## src/rtl/parallel_test_ctrl_if.sv

```systemverilog
// parallel_test_ctrl_if: host/aligner/checker side of the loopback
// test sequencer, grouped as one bundle.
interface parallel_test_ctrl_if;
  logic       START;
  logic       ABORT;
  logic       ALIGNED;
  logic [7:0] ERR_CNT;
  logic       RX_CLR;
  logic       RX_INIT;
  logic       ALIGN_REQ;
  logic       TX_EN;
  logic       BUSY;
  logic       DONE;
  logic       PASS;
  logic [2:0] FAIL_CODE;
  logic [3:0] RETRY_CNT;
  logic [7:0] LAST_ERR;

  modport master (
    output START, ABORT, ALIGNED, ERR_CNT,
    input  RX_CLR, RX_INIT, ALIGN_REQ, TX_EN,
    input  BUSY, DONE, PASS, FAIL_CODE,
    input  RETRY_CNT, LAST_ERR
  );

  modport slave (
    input  START, ABORT, ALIGNED, ERR_CNT,
    output RX_CLR, RX_INIT, ALIGN_REQ, TX_EN,
    output BUSY, DONE, PASS, FAIL_CODE,
    output RETRY_CNT, LAST_ERR
  );
endinterface

```

## src/rtl/parallel_test_ctrl.sv

```systemverilog
// parallel_test_ctrl: one loopback test sequence
// (clear, align, init, run, drain, judge) with bounded retries.
module parallel_test_ctrl #(
  parameter int unsigned TEST_CYCLES   = 65536,
  parameter int unsigned ALIGN_TIMEOUT = 4096,
  parameter int unsigned MAX_RETRY     = 3,
  parameter int unsigned ERR_THRESH    = 0
) (
  input logic                 CLK,
  input logic                 RSTX,
  parallel_test_ctrl_if.slave bus
);

  typedef enum logic [2:0] {
    IDLE, CLEAR, ALIGN, INIT,
    RUN, DRAIN, JUDGE, DONE_ST
  } state_t;

  localparam logic [23:0] ALIGN_LAST =
    24'(ALIGN_TIMEOUT - 1);
  localparam logic [23:0] RUN_LAST =
    24'(TEST_CYCLES - 1);
  localparam logic [3:0] RETRY_MAX =
    4'(MAX_RETRY);
  localparam logic [7:0] THRESH =
    8'(ERR_THRESH);

  state_t      state;
  state_t      state_nx;
  logic [23:0] timer;

  logic        fail;
  logic [2:0]  code;
  logic        judge_ok;
  logic        cap_err;
  logic        abort_go;
  logic        start_go;
  logic        retry_ok;

  logic        rx_clr_nx, rx_init_nx;
  logic        align_req_nx, tx_en_nx;
  logic        busy_nx, done_nx;

  logic        rx_clr_q, rx_init_q;
  logic        align_req_q, tx_en_q;
  logic        busy_q, done_q;
  logic        pass_q;
  logic [2:0]  fail_code_q;
  logic [3:0]  retry_q;
  logic [7:0]  last_err_q;

  assign abort_go = bus.ABORT &&
                    (state != IDLE);
  assign start_go = (state == IDLE) &&
                    bus.START && !bus.ABORT;
  assign retry_ok = retry_q < RETRY_MAX;

  always_ff @(posedge CLK or negedge RSTX) begin
    if (!RSTX) state <= IDLE;
    else       state <= state_nx;
  end

  always_comb begin
    state_nx = state;
    fail     = 1'b0;
    code     = 3'd0;
    judge_ok = 1'b0;
    cap_err  = 1'b0;
    unique case (state)
      IDLE:
        if (start_go) state_nx = CLEAR;
      CLEAR:
        state_nx = ALIGN;
      ALIGN:
        if (bus.ALIGNED) begin
          state_nx = INIT;
        end else if (timer == ALIGN_LAST) begin
          fail = 1'b1;
          code = 3'd1;
        end
      INIT:
        state_nx = RUN;
      RUN:
        if (!bus.ALIGNED) begin
          fail    = 1'b1;
          code    = 3'd2;
          cap_err = 1'b1;
        end else if (timer == RUN_LAST) begin
          state_nx = DRAIN;
        end
      DRAIN:
        if (timer == 24'd1) state_nx = JUDGE;
      JUDGE: begin
        cap_err = 1'b1;
        if (bus.ERR_CNT <= THRESH) begin
          judge_ok = 1'b1;
          state_nx = DONE_ST;
        end else begin
          fail = 1'b1;
          code = 3'd3;
        end
      end
      DONE_ST:
        state_nx = IDLE;
      default:
        state_nx = IDLE;
    endcase
    // failure resolves to retry or final verdict in the same cycle
    if (fail)
      state_nx = retry_ok ? CLEAR : DONE_ST;
    if (abort_go)
      state_nx = IDLE;
  end

  always_ff @(posedge CLK or negedge RSTX) begin
    if (!RSTX) begin
      timer <= 24'd0;
    end else if (state_nx != state) begin
      timer <= 24'd0;
    end else if (state == ALIGN ||
                 state == RUN ||
                 state == DRAIN) begin
      timer <= timer + 24'd1;
    end
  end

  always_ff @(posedge CLK or negedge RSTX) begin
    if (!RSTX) begin
      pass_q      <= 1'b0;
      fail_code_q <= 3'd0;
      retry_q     <= 4'd0;
      last_err_q  <= 8'd0;
    end else if (abort_go) begin
      pass_q      <= 1'b0;
      fail_code_q <= 3'd4;
    end else begin
      if (start_go) begin
        pass_q      <= 1'b0;
        fail_code_q <= 3'd0;
        retry_q     <= 4'd0;
      end
      if (cap_err)
        last_err_q <= bus.ERR_CNT;
      if (judge_ok) begin
        pass_q      <= 1'b1;
        fail_code_q <= 3'd0;
      end
      if (fail) begin
        fail_code_q <= code;
        if (retry_ok) retry_q <= retry_q + 4'd1;
        else          pass_q  <= 1'b0;
      end
    end
  end

  // strobes decode the upcoming state so they leave a flop
  always_comb begin
    rx_clr_nx    = (state_nx == CLEAR);
    align_req_nx = (state_nx == ALIGN);
    rx_init_nx   = (state_nx == INIT);
    tx_en_nx     = (state_nx == RUN);
    busy_nx      = (state_nx != IDLE);
    done_nx      = (state_nx == DONE_ST);
  end

  always_ff @(posedge CLK or negedge RSTX) begin
    if (!RSTX) begin
      rx_clr_q    <= 1'b0;
      align_req_q <= 1'b0;
      rx_init_q   <= 1'b0;
      tx_en_q     <= 1'b0;
      busy_q      <= 1'b0;
      done_q      <= 1'b0;
    end else begin
      rx_clr_q    <= rx_clr_nx;
      align_req_q <= align_req_nx;
      rx_init_q   <= rx_init_nx;
      tx_en_q     <= tx_en_nx;
      busy_q      <= busy_nx;
      done_q      <= done_nx;
    end
  end

  assign bus.RX_CLR    = rx_clr_q;
  assign bus.ALIGN_REQ = align_req_q;
  assign bus.RX_INIT   = rx_init_q;
  assign bus.TX_EN     = tx_en_q;
  assign bus.BUSY      = busy_q;
  assign bus.DONE      = done_q;
  assign bus.PASS      = pass_q;
  assign bus.FAIL_CODE = fail_code_q;
  assign bus.RETRY_CNT = retry_q;
  assign bus.LAST_ERR  = last_err_q;

endmodule

```

## src/flat_wrapper.sv

```systemverilog
// flat-port wrapper written by rule: the top's interface ports become plain ports
module parallel_test_ctrl_flat 
#(
  parameter int unsigned TEST_CYCLES   = 65536,
  parameter int unsigned ALIGN_TIMEOUT = 4096,
  parameter int unsigned MAX_RETRY     = 3,
  parameter int unsigned ERR_THRESH    = 0
)
  (CLK, RSTX, bus_START, bus_ABORT, bus_ALIGNED, bus_ERR_CNT, bus_RX_CLR, bus_RX_INIT, bus_ALIGN_REQ, bus_TX_EN, bus_BUSY, bus_DONE, bus_PASS, bus_FAIL_CODE, bus_RETRY_CNT, bus_LAST_ERR);
  parallel_test_ctrl_if bus_i ();
  input logic CLK;
  input logic RSTX;
  input wire logic [$bits(bus_i.START)-1:0] bus_START;
  input wire logic [$bits(bus_i.ABORT)-1:0] bus_ABORT;
  input wire logic [$bits(bus_i.ALIGNED)-1:0] bus_ALIGNED;
  input wire logic [$bits(bus_i.ERR_CNT)-1:0] bus_ERR_CNT;
  output wire logic [$bits(bus_i.RX_CLR)-1:0] bus_RX_CLR;
  output wire logic [$bits(bus_i.RX_INIT)-1:0] bus_RX_INIT;
  output wire logic [$bits(bus_i.ALIGN_REQ)-1:0] bus_ALIGN_REQ;
  output wire logic [$bits(bus_i.TX_EN)-1:0] bus_TX_EN;
  output wire logic [$bits(bus_i.BUSY)-1:0] bus_BUSY;
  output wire logic [$bits(bus_i.DONE)-1:0] bus_DONE;
  output wire logic [$bits(bus_i.PASS)-1:0] bus_PASS;
  output wire logic [$bits(bus_i.FAIL_CODE)-1:0] bus_FAIL_CODE;
  output wire logic [$bits(bus_i.RETRY_CNT)-1:0] bus_RETRY_CNT;
  output wire logic [$bits(bus_i.LAST_ERR)-1:0] bus_LAST_ERR;
  assign bus_i.START = bus_START;
  assign bus_i.ABORT = bus_ABORT;
  assign bus_i.ALIGNED = bus_ALIGNED;
  assign bus_i.ERR_CNT = bus_ERR_CNT;
  assign bus_RX_CLR = bus_i.RX_CLR;
  assign bus_RX_INIT = bus_i.RX_INIT;
  assign bus_ALIGN_REQ = bus_i.ALIGN_REQ;
  assign bus_TX_EN = bus_i.TX_EN;
  assign bus_BUSY = bus_i.BUSY;
  assign bus_DONE = bus_i.DONE;
  assign bus_PASS = bus_i.PASS;
  assign bus_FAIL_CODE = bus_i.FAIL_CODE;
  assign bus_RETRY_CNT = bus_i.RETRY_CNT;
  assign bus_LAST_ERR = bus_i.LAST_ERR;
  parallel_test_ctrl #(.TEST_CYCLES(TEST_CYCLES), .ALIGN_TIMEOUT(ALIGN_TIMEOUT), .MAX_RETRY(MAX_RETRY), .ERR_THRESH(ERR_THRESH)) u_core (.CLK(CLK), .RSTX(RSTX), .bus(bus_i));
endmodule
```

## config.mk

```make
export PLATFORM = sky130hd
export DESIGN_NAME = parallel_test_ctrl_flat
export DESIGN_NICKNAME = d
export VERILOG_FILES = /design/src/rtl/parallel_test_ctrl_if.sv /design/src/rtl/parallel_test_ctrl.sv /design/src/flat_wrapper.sv
export SDC_FILE = /design/constraint.sdc
export NUM_CORES = 1
export LEC_CHECK = 0
export CORE_ASPECT_RATIO = 0.6
export CORE_MARGIN = 2
export CORE_UTILIZATION = 56
export DETAILED_ROUTE_END_ITERATION = 6
export GPL_TIMING_DRIVEN = 0
export PLACE_DENSITY = 0.88
export SETUP_SLACK_MARGIN = 0.3
export SKIP_LAST_GASP = 1
export SYNTH_ARGS = -nofsm -noshare
export SYNTH_HDL_FRONTEND = slang
export SYNTH_SLANG_ARGS = --single-unit
```

## constraint.sdc

```tcl
create_clock -name CLK -period 2.44 [get_ports CLK]
set_input_delay 0.61 -clock CLK [delete_from_list [all_inputs] [get_ports CLK]]
set_output_delay 0.61 -clock CLK [all_outputs]
set_load 0.005 [all_outputs]
```

==> flow_metrics.env <==
export IMPL_grt_use_total_pct=32.96
export IMPL_core_rowCount=19
export IMPL_synth_top_area_cell="dfrtp_1"
export IMPL_overflow=0
export IMPL_cts_buffers=5
export IMPL_synthCells=258
export IMPL_grt_pass1_wl_mm=13.53
export IMPL_fin_nets=355
export IMPL_clock_skew_ns=0.008201
export IMPL_antenna_cells=0
export IMPL_netlist_area_sq_mm=0.002823
export IMPL_h_tree_depth=2
export IMPL_powerDensity_mw_per_mm2=1191
export IMPL_max_freq_ghz=0.4074
export IMPL_io_buffer_count=34
export IMPL_cts_root_buf="clkbuf_8"
export IMPL_start_kind="flip-flop"
export IMPL_multiInputGateArea_sq_mm=0.001853
export IMPL_path_max_fanout=7
export IMPL_clock_sinks=49
export IMPL_path_clk_slew_ns=0.09
export IMPL_seqCellArea_sq_mm=0.001231
export IMPL_cp_arrival_ns=2.67
export IMPL_synth_area_leaders="dfrtp_1 43%, nor4_2 10%, xnor2_1 4.0%"
export IMPL_final_instance_count_excl_fill=403
export IMPL_cts_tree="built"
export IMPL_gp_congestion=0.9257
export IMPL_io_pin_count=35
export IMPL_synth_ff_type="dfrtp_1"
export IMPL_synthesis_nets=274
export IMPL_post_route_cell_area_sq_mm=0.004202
export IMPL_ctsHoldBuffers=0
export IMPL_fin_crit_sh_pct=100.6
export IMPL_critPathKind="reg -> reg"
export IMPL_end_kind="flip-flop"
export IMPL_grt_pass1_vias=2529
export IMPL_worstPathRequired_ns=2.66
export IMPL_postSynthAreaPerCell_sq_um=10.94
export IMPL_status="complete, but fails checks"
export IMPL_initial_core_util_pct=59.97
export IMPL_vias=2721
export IMPL_viasPerCell=6.752
export IMPL_hold_path_class="in -> async"
export IMPL_fill_cells=181
export IMPL_antenna_found_initial=0
export IMPL_yosysWarnings=0
export IMPL_worst_slew_pin_slew_ns=0.8630
export IMPL_drt_drc_violations_left=0
export IMPL_ant_nets=0
export IMPL_dp_slack_ns=-0.5226
export IMPL_hold_viol=0
export IMPL_ir_drop_mv=0.8683
export IMPL_yosysMostFrequentCell="dfrtp_1"
export IMPL_async_flop_share_pct=100.0
export IMPL_rsz0062_at_grt="yes"
export IMPL_period_needed_ns=2.454
export IMPL_synth_common_cells="49 x dfrtp_1, 23 x nor4_2, 22 x nand2_1"
export IMPL_place_area_sq_mm=0.003326
export IMPL_drive_gt1_share_pct=40.29
export IMPL_clock_latency_ns=0.32
export IMPL_hpwl_mm=4.867
export IMPL_die_area_sq_mm=0.005643
export IMPL_maxCapViolations=0
export IMPL_grt_max_degree=28
export IMPL_post_drt_wl_per_cell_microns=24.67
export IMPL_p_leak_uw=0.001653
export IMPL_drv_slew=0
export IMPL_setup_viol=1
export IMPL_area_growth_pct=48.85
export IMPL_firstDrtPassIters=6
export IMPL_relSlewSlack_pct=42.03
export IMPL_dp_cells=356
export IMPL_coreArea_sq_mm=0.004707
export IMPL_die_h_microns=59.00
export IMPL_setup_slack_ns=-0.01437
export IMPL_violations="setup timing"
export IMPL_ys_types=51
export IMPL_routed_wl_mm=9.942
export IMPL_synth_top_area_share_pct=43.44
export IMPL_post_route_util_pct=89.26
export IMPL_r2r_cells=9
export IMPL_cts_path_max_buffers=2
export IMPL_drt_iter0_drc=302
export IMPL_startpoint="u_core.state[2]"
export IMPL_synth_enable_flop_cells=0
export IMPL_die_x_microns=95.66
export IMPL_synth_seq_cells=49
export IMPL_r2r_start="u_core.state[2]"
export IMPL_yosysSeqAreaShare_pct=43.44
per-layer routing:
metal	track usage, %	vias to the layer above	part of all wire, %
met3	7.252	56	11
li1	-	1115	-
met5	0	-	0
met2	52.65	225	46
met4	13.27	0	4.0
met1	44.35	1325	39
registers in the layout (all words and copies together) (netlist names), 3 cells and up:
name	flops
u_core.timer	24
u_core.bus.RETRY_CNT	4
u_core.bus.FAIL_CODE	3
u_core.state	3
u_core.bus.LAST_ERR	8
power by group:
| group | leakage, uW | switching [uW] | internal (uW) | total, uW |
|---|---|---|---|---|
| Combinational | 0.000948 | 1770 | 1570 | 3350 |
| Clock | 0.0000542 | 295 | 257 | 552 |
| Sequential | 0.000651 | 127 | 977 | 1100 |
worst paths after layout:
check                      slack (ns)                     end
setup / recovery                -0.01         u_core.timer[9]
hold / removal                   0.27  u_core.bus.LAST_ERR[3]
setup reg to reg                -0.01         u_core.timer[9]
hold reg to reg                  0.52  u_core.bus.LAST_ERR[0]
max in group asynchronous        1.61        u_core.timer[17]
min in group CLK                 0.52  u_core.bus.LAST_ERR[0]
worst max-delay path, stage by stage (launching register included):
cell,delay [ns]
dfrtp_2,0.50
nor4b_4,0.37
nand3_2,0.19
o21ba_4,0.29
buf_12,0.14
o211ai_4,0.23
xnor2_4,0.14
buf_12,0.17
clkbuf_16,0.16
nor4_2,0.15
per-stage QoR:
stage               TNS (ns)  hold WS [ns]  total power (uW)
floorplan                  0        0.3144              2275
global placement      -41.06        0.4627              2801
detailed placement    -15.29        0.4829              2870
CTS                        0        0.3009              4065
global route         -0.5376        0.3129              5186
finish              -0.01437        0.2703              5003
placed cells by master, fill, tap and decap left out, types with 3 or more instances in the layout:
master,count
nand3_1,9
a31oi_1,3
dlygate4sd2_1,3
xor2_1,10
and4_1,4
buf_4,30
dfrtp_1,45
buf_6,5
and3_1,3
o21ai_1,4
clkdlybuf4s50_1,23
nor4_4,26
buf_2,7
buf_16,3
xnor2_1,13
nand4_1,7
nor2_1,11
nand2_1,21
and2_1,4
inv_1,10
ha_1,3
buf_12,6
o211ai_1,3
dfrtp_2,4
mux2_2,8
a21oi_1,3
nor4_2,5
nor3_2,3
clkbuf_8,7
nor3_1,6
cells by family after synthesis:
family                     share of synthesized area, %
adders and majority gates                         1.330
xor gates and xnor gates                          7.713
DFF                                               43.44
AOI/OAI and AO/OA                                 8.643
and+or+nand+nor                                   30.90
muxes                                             3.546
buffers and inverters                             4.433
repair_timing:
action                                  CTS  global route
buffers inserted                         18            16
cloned                                    3             2
pin swaps                                18            17
resized for setup                        63            33
endpoints found under the setup margin   43            33
hold endpoints to repair                  0             0
final cells by class:
| class | count | share of cell area (%) |
|---|---|---|
| Sequential cell | 49 | 29.30 |
| Clock buffer | 7 | 2.293 |
| Clock inverter | 1 | 0.1191 |
| Tap cell | 63 | 1.876 |
| Timing Repair Buffer | 74 | 18.02 |
| Buffer | 12 | 3.306 |
| Multi-Input combinational cell | 186 | 44.10 |
| Inverter | 11 | 0.9827 |
No activity file was read; power rests on OpenSTA's default activity.
==> RTL edit 1: new RTL, same flow settings <==
Re-encode `state_t` (8 states) as one-hot, 8 bits wide.
--- a/src/rtl/parallel_test_ctrl.sv
+++ b/src/rtl/parallel_test_ctrl.sv
@@ -12,7 +12,7 @@
 );
 
-  typedef enum logic [2:0] {
-    IDLE, CLEAR, ALIGN, INIT,
-    RUN, DRAIN, JUDGE, DONE_ST
+  typedef enum logic [7:0] {
+    IDLE = 8'b00000001, CLEAR = 8'b00000010, ALIGN = 8'b00000100, INIT = 8'b00001000,
+    RUN = 8'b00010000, DRAIN = 8'b00100000, JUDGE = 8'b01000000, DONE_ST = 8'b10000000
   } state_t;
 
Check against the original RTL: same outputs for any inputs over 10 cycles, from zero or initial values and one cycle with RSTX low; not proved beyond that.
==> RTL edit 1 against the original RTL <==
- the flow finishes with violations (DRC, setup timing)
- highest routed layer unchanged
- maximum frequency decreased by 19%
- critical endpoint is now u_core.timer[18]
- critical path type unchanged
- die area increased by 19%
- worst hold slack worse by 0.074 ns
- routed wire length up 20%
- setup slack got worse by 0.57 ns
- synthesized area is 21% higher
- via count rose by 30%
- sequential cell count rose by 5
- final area increased by 8.4%
Power is not compared: it rests on default switching activity, and its combinational part moved more than twofold at a synthesized area within 25%.
==> RTL edit 1: results (changes against the original RTL) <==
[synth]
synth_compound_area_share_pct=12.0  ; was 8.64%
synth.area.top_cells=dfrtp_1 39%, nor4b_2 5.7%, xor2_1 4.4%  ; was dfrtp_1 43%, nor4_2 10%, xnor2_1 4.0%
synthAdderAreaFrac_pct=1.10  ; was 1.33%
synth_xor_area_share_pct=5.40  ; was 7.71%
muxShareOfSynthArea_pct=2.65  ; was 3.55%
syn_avg_cell_area_sq_um=9.78  ; was 10.9 sq um
synth-seq-cells=54  ; was 49
synthDistinctLibCells=57  ; was 51

[routing]
wl_per_cell_microns=24.3  ; was 24.7 microns
route.detailed.drc=7  ; was 0
via_count=3550  ; was 2721
drt_iter0_drc=613  ; was 302
dr.pass1.iters=7  ; was 6

[placed_design]
place_ws_ns=-1.08  ; was -0.523 ns
gp_congestion=0.967  ; was 0.926
port_buffers=33  ; was 34
dp_hpwl_microns=6880  ; was 4870 microns
dp_cells=462  ; was 356

[global_route]
grt_use_met3_pct=10.7  ; was 7.25%
grt_start_max_net_pins=39  ; was 28
grt_pass1_wl_microns=17300  ; was 13500 microns
met1_usage_pct=48.7  ; was 44.4%
grt_use_total_pct=33.4  ; was 33.0%

[clock_network]
cts_resized=46  ; was 63
cts_setup_buffers=13  ; was 18

[worst_setup_path]
crit_arrival_ns=3.25  ; was 2.67 ns
crit_path_end=u_core.timer[18]  ; was u_core.timer[9]

[layout]
regArea_sq_um=1360  ; was 1230 sq um
inverters_excl_clock=8  ; was 11
nets=428  ; was 355
n_all_buffers=80  ; was 86
multi_input_gates=263  ; was 186
utilization_pct=79.5  ; was 89.3%

[timing]
fin_ws_ns=-0.581  ; was -0.0144 ns
fin_setup_tns_ns=-14.79  ; was -0.0144 ns
whs_ns=0.197  ; was 0.270 ns
finalSetupViolations=36  ; was 1

[floorplanning]
dieArea_sq_um=6740  ; was 5640 sq um

[outcome]
failed_checks=DRC, setup timing  ; was setup timing
outcome=finished, violations left  ; unchanged

-- RTL edit 1: cells by family (layout without fill, tap and decap cells) --
group / count (synthesis) / count (layout)
DFF: 54 / 54
AOI/OAI and AO/OA: 58 / 58
buffers and inverters: 31 / 96
xor gates and xnor gates: 21 / 21
muxes: 8 / 8
adders and majority gates: 3 / 3
and+or+nand+nor: 173 / 173
-- RTL edit 1: power by group --
part           switching, W  internal, W
registers         0.0000105     0.000911
logic              0.000266     0.000156
clock network      0.000313     0.000230
total              0.000589      0.00130
-- RTL edit 1: worst max-delay path, delay by kind of cell, from the launching register on --
family                 cells  cell delay, ns
AOI/OAI and AO/OA          1            0.25
and+or+nand+nor            5            1.57
DFF                        1            0.42
buffers and inverters      4            0.67
-- RTL edit 1: layer usage --
metal  up-vias  routed length [microns]
met5         -                        0
met4         0                      660
met3        87                     1480
met2       301                     5010
met1      1704                     4830
li1       1458                        -
==> RTL edit 2: new RTL, same settings <==
Made on the original files. `ALIGN_TIMEOUT` is set to 4096 in 2 places; all go to 3072.
--- a/src/rtl/parallel_test_ctrl.sv
+++ b/src/rtl/parallel_test_ctrl.sv
@@ -3,5 +3,5 @@
 module parallel_test_ctrl #(
   parameter int unsigned TEST_CYCLES   = 65536,
-  parameter int unsigned ALIGN_TIMEOUT = 4096,
+  parameter int unsigned ALIGN_TIMEOUT = 3072,
   parameter int unsigned MAX_RETRY     = 3,
   parameter int unsigned ERR_THRESH    = 0
--- a/src/flat_wrapper.sv
+++ b/src/flat_wrapper.sv
@@ -3,5 +3,5 @@
 #(
   parameter int unsigned TEST_CYCLES   = 65536,
-  parameter int unsigned ALIGN_TIMEOUT = 4096,
+  parameter int unsigned ALIGN_TIMEOUT = 3072,
   parameter int unsigned MAX_RETRY     = 3,
   parameter int unsigned ERR_THRESH    = 0
Function: no difference found for any inputs over 10 cycles, from zero or initial values and one cycle with RSTX low; that may be too few to reach the edited logic, so the function may still have changed.
==> RTL edit 2 against the original RTL <==
- the flow still finishes with violations (setup timing)
- die area fell by 2.7%
- sequential share of layout area grew 2.2 points
- routed wire length is 11% lower
- first-iteration DRC count grew 31%
- critical path depth fell by 2
- synthesized cell count down 1.6%
- final area down 7.0%
- total power shrank 15%
- sequential cell count did not move
- synthesized area decreased by 2.8%
- setup slack worse by 0.30 ns
- largest cell class unchanged
==> RTL edit 2: results (changes against the original RTL) <==
[outcome]
outcome=finished, violations left  ; unchanged
failed_checks=setup timing  ; unchanged

[layout]
nets=349  ; was 355
largest_reg_flops=24  ; unchanged
drive_gt1_share_pct=44.6  ; was 40.3%
largest-register=u_core.timer  ; unchanged
n_antenna_cell=0  ; unchanged

[routing]
wirelength_microns=8900  ; was 9940 microns
dr.pass1.iters=5  ; was 6
viasPerCell=6.48  ; was 6.75
drt_iter0_drc=396  ; was 302

[timing]
slew_headroom_pct=48.1  ; was 42.0%
finalSetupViolations=30  ; was 1
skew_ns=0.0130  ; was 0.00820 ns
fin_setup_tns_ns=-6.65  ; was -0.0144 ns
fin_ws_ns=-0.314  ; was -0.0144 ns

[worst_setup_path]
crit_arrival_ns=2.95  ; was 2.67 ns
cp_max_fo=10  ; was 7
cpMaxStageDelayCell=or4_4  ; was dfrtp_2
cp_top_family=simple AND/OR/NAND/NOR gates  ; unchanged
crit_path_max_incr_delay_ns=0.54  ; was 0.50 ns

[synth]
synth_xor_area_share_pct=7.66  ; was 7.71%
synthAdderAreaFrac_pct=1.37  ; was 1.33%
muxShareOfSynthArea_pct=3.65  ; was 3.55%
synth_compound_area_share_pct=6.48  ; was 8.64%
synth.net_count=270  ; was 274
yosys-top-cells-count=49 x dfrtp_1, 24 x nand2_1, 20 x nor3_2  ; was 49 x dfrtp_1, 23 x nor4_2, 22 x nand2_1
synth.area.top_cells=dfrtp_1 45%, nor3_2 7.3%, xnor2_1 4.2%  ; was dfrtp_1 43%, nor4_2 10%, xnor2_1 4.0%
synth.yosys.warnings=0  ; unchanged
ys_seq_area_share_pct=44.7  ; was 43.4%
synthDistinctLibCells=53  ; was 51
synth-main-ff-cell=dfrtp_1  ; unchanged
synth_async_sr_flop_share_pct=100  ; unchanged

[global_route]
grt_pass1_vias=2327  ; was 2529
grt_overflow=0  ; unchanged
grt_use_total_pct=29.3  ; was 33.0%
grt_start_max_net_pins=34  ; was 28
grt_antenna_before_repair=0  ; unchanged
grt_pass1_wl_microns=12200  ; was 13500 microns

[placed_design]
port_buffers=33  ; was 34
gp_congestion=0.886  ; was 0.926
dp_hpwl_microns=4580  ; was 4870 microns

[clock_network]
hold_buffers=0  ; unchanged
path_clk_slew_ns=0.10
clk_latency_ns=0.33
cts_buffers=5  ; unchanged
clockBufferDepth=2  ; unchanged
cts.htree.levels=2  ; unchanged
root_buffer=clkbuf_8  ; unchanged

[power]
ir_drop_mv=0.832  ; was 0.868 mV
p_leak_nw=1.64  ; was 1.65 nW

[hold_path]
holdCritPathClass=in2async  ; unchanged

## RTL edit 2: final timing paths
kind,depth (start not counted),start,slack (ns),endpoint
max,7,u_core.timer[13],-0.31,u_core.timer[1]
min,1,RSTX,0.20,u_core.timer[5]
max reg2reg,7,u_core.timer[13],-0.31,u_core.timer[1]
min reg2reg,1,u_core.bus.LAST_ERR[7],0.52,u_core.bus.LAST_ERR[7]
max in group asynchronous,2,RSTX,1.69,u_core.timer[12]
min in group CLK,1,u_core.bus.LAST_ERR[7],0.52,u_core.bus.LAST_ERR[7]
## RTL edit 2: logic make-up (layout without fill, tap and decap cells)
family,after synthesis,after routing
muxes,9,9
adders and majority gates,3,3
xor gates and xnor gates,24,24
AOI/OAI and AO/OA,24,24
DFF,49,49
buffers and inverters,15,95
and+or+nand+nor,130,130
## RTL edit 2: where the power goes
group / internal [W] / leakage, nW / switching (W)
Clock: 0.000257 / 0.0542 / 0.000292
Combinational: 0.00124 / 0.929 / 0.00136
Sequential: 0.000973 / 0.652 / 0.000119
## RTL edit 2: layout make-up
type / count / area [sq um]
Fill cell: 226 / 728
Clock buffer: 7 / 96.3
Timing Repair Buffer: 72 / 673
Sequential cell: 49 / 1230
Clock inverter: 1 / 5.00
Tap cell: 63 / 78.8
Inverter: 6 / 22.5
Buffer: 9 / 128
Multi-Input combinational cell: 190 / 1670
## RTL edit 2: metal layers
layer	global-route usage, %	wire length, microns
met1	41.5	3610
met3	6.11	772
met5	0	0
met4	8.49	468
met2	46.2	4040
## RTL edit 2: metrics by stage
stage          instances  power, W  setup WS (ns)  cell area [sq um]  hold WS, ns
2_1_floorplan        254   0.00219         0.0492               2790        0.314
3_3_place_gp         350   0.00270         -0.683               3190        0.466
3_5_place_dp         351   0.00276         -0.779               3210        0.467
4_1_cts              380   0.00375         -0.144               3630        0.236
5_1_grt              397   0.00438         -0.408               3910        0.224
6_report             397   0.00424         -0.314               3910        0.204
## RTL edit 2: repair_timing
item                       in CTS  in global routing
setup buffers                  20                 17
pin swaps                      17                 19
cloned                          1                  0
resized for setup              43                 46
setup endpoints to repair      46                 45
## RTL edit 2: worst reg2reg max path: cells and delay by family (launching register included)
family | cells | cell delay (ns)
AOI/OAI and AO/OA | 1 | 0.45
buffers and inverters | 2 | 0.61
DFF | 1 | 0.44
and+or+nand+nor | 4 | 1.10
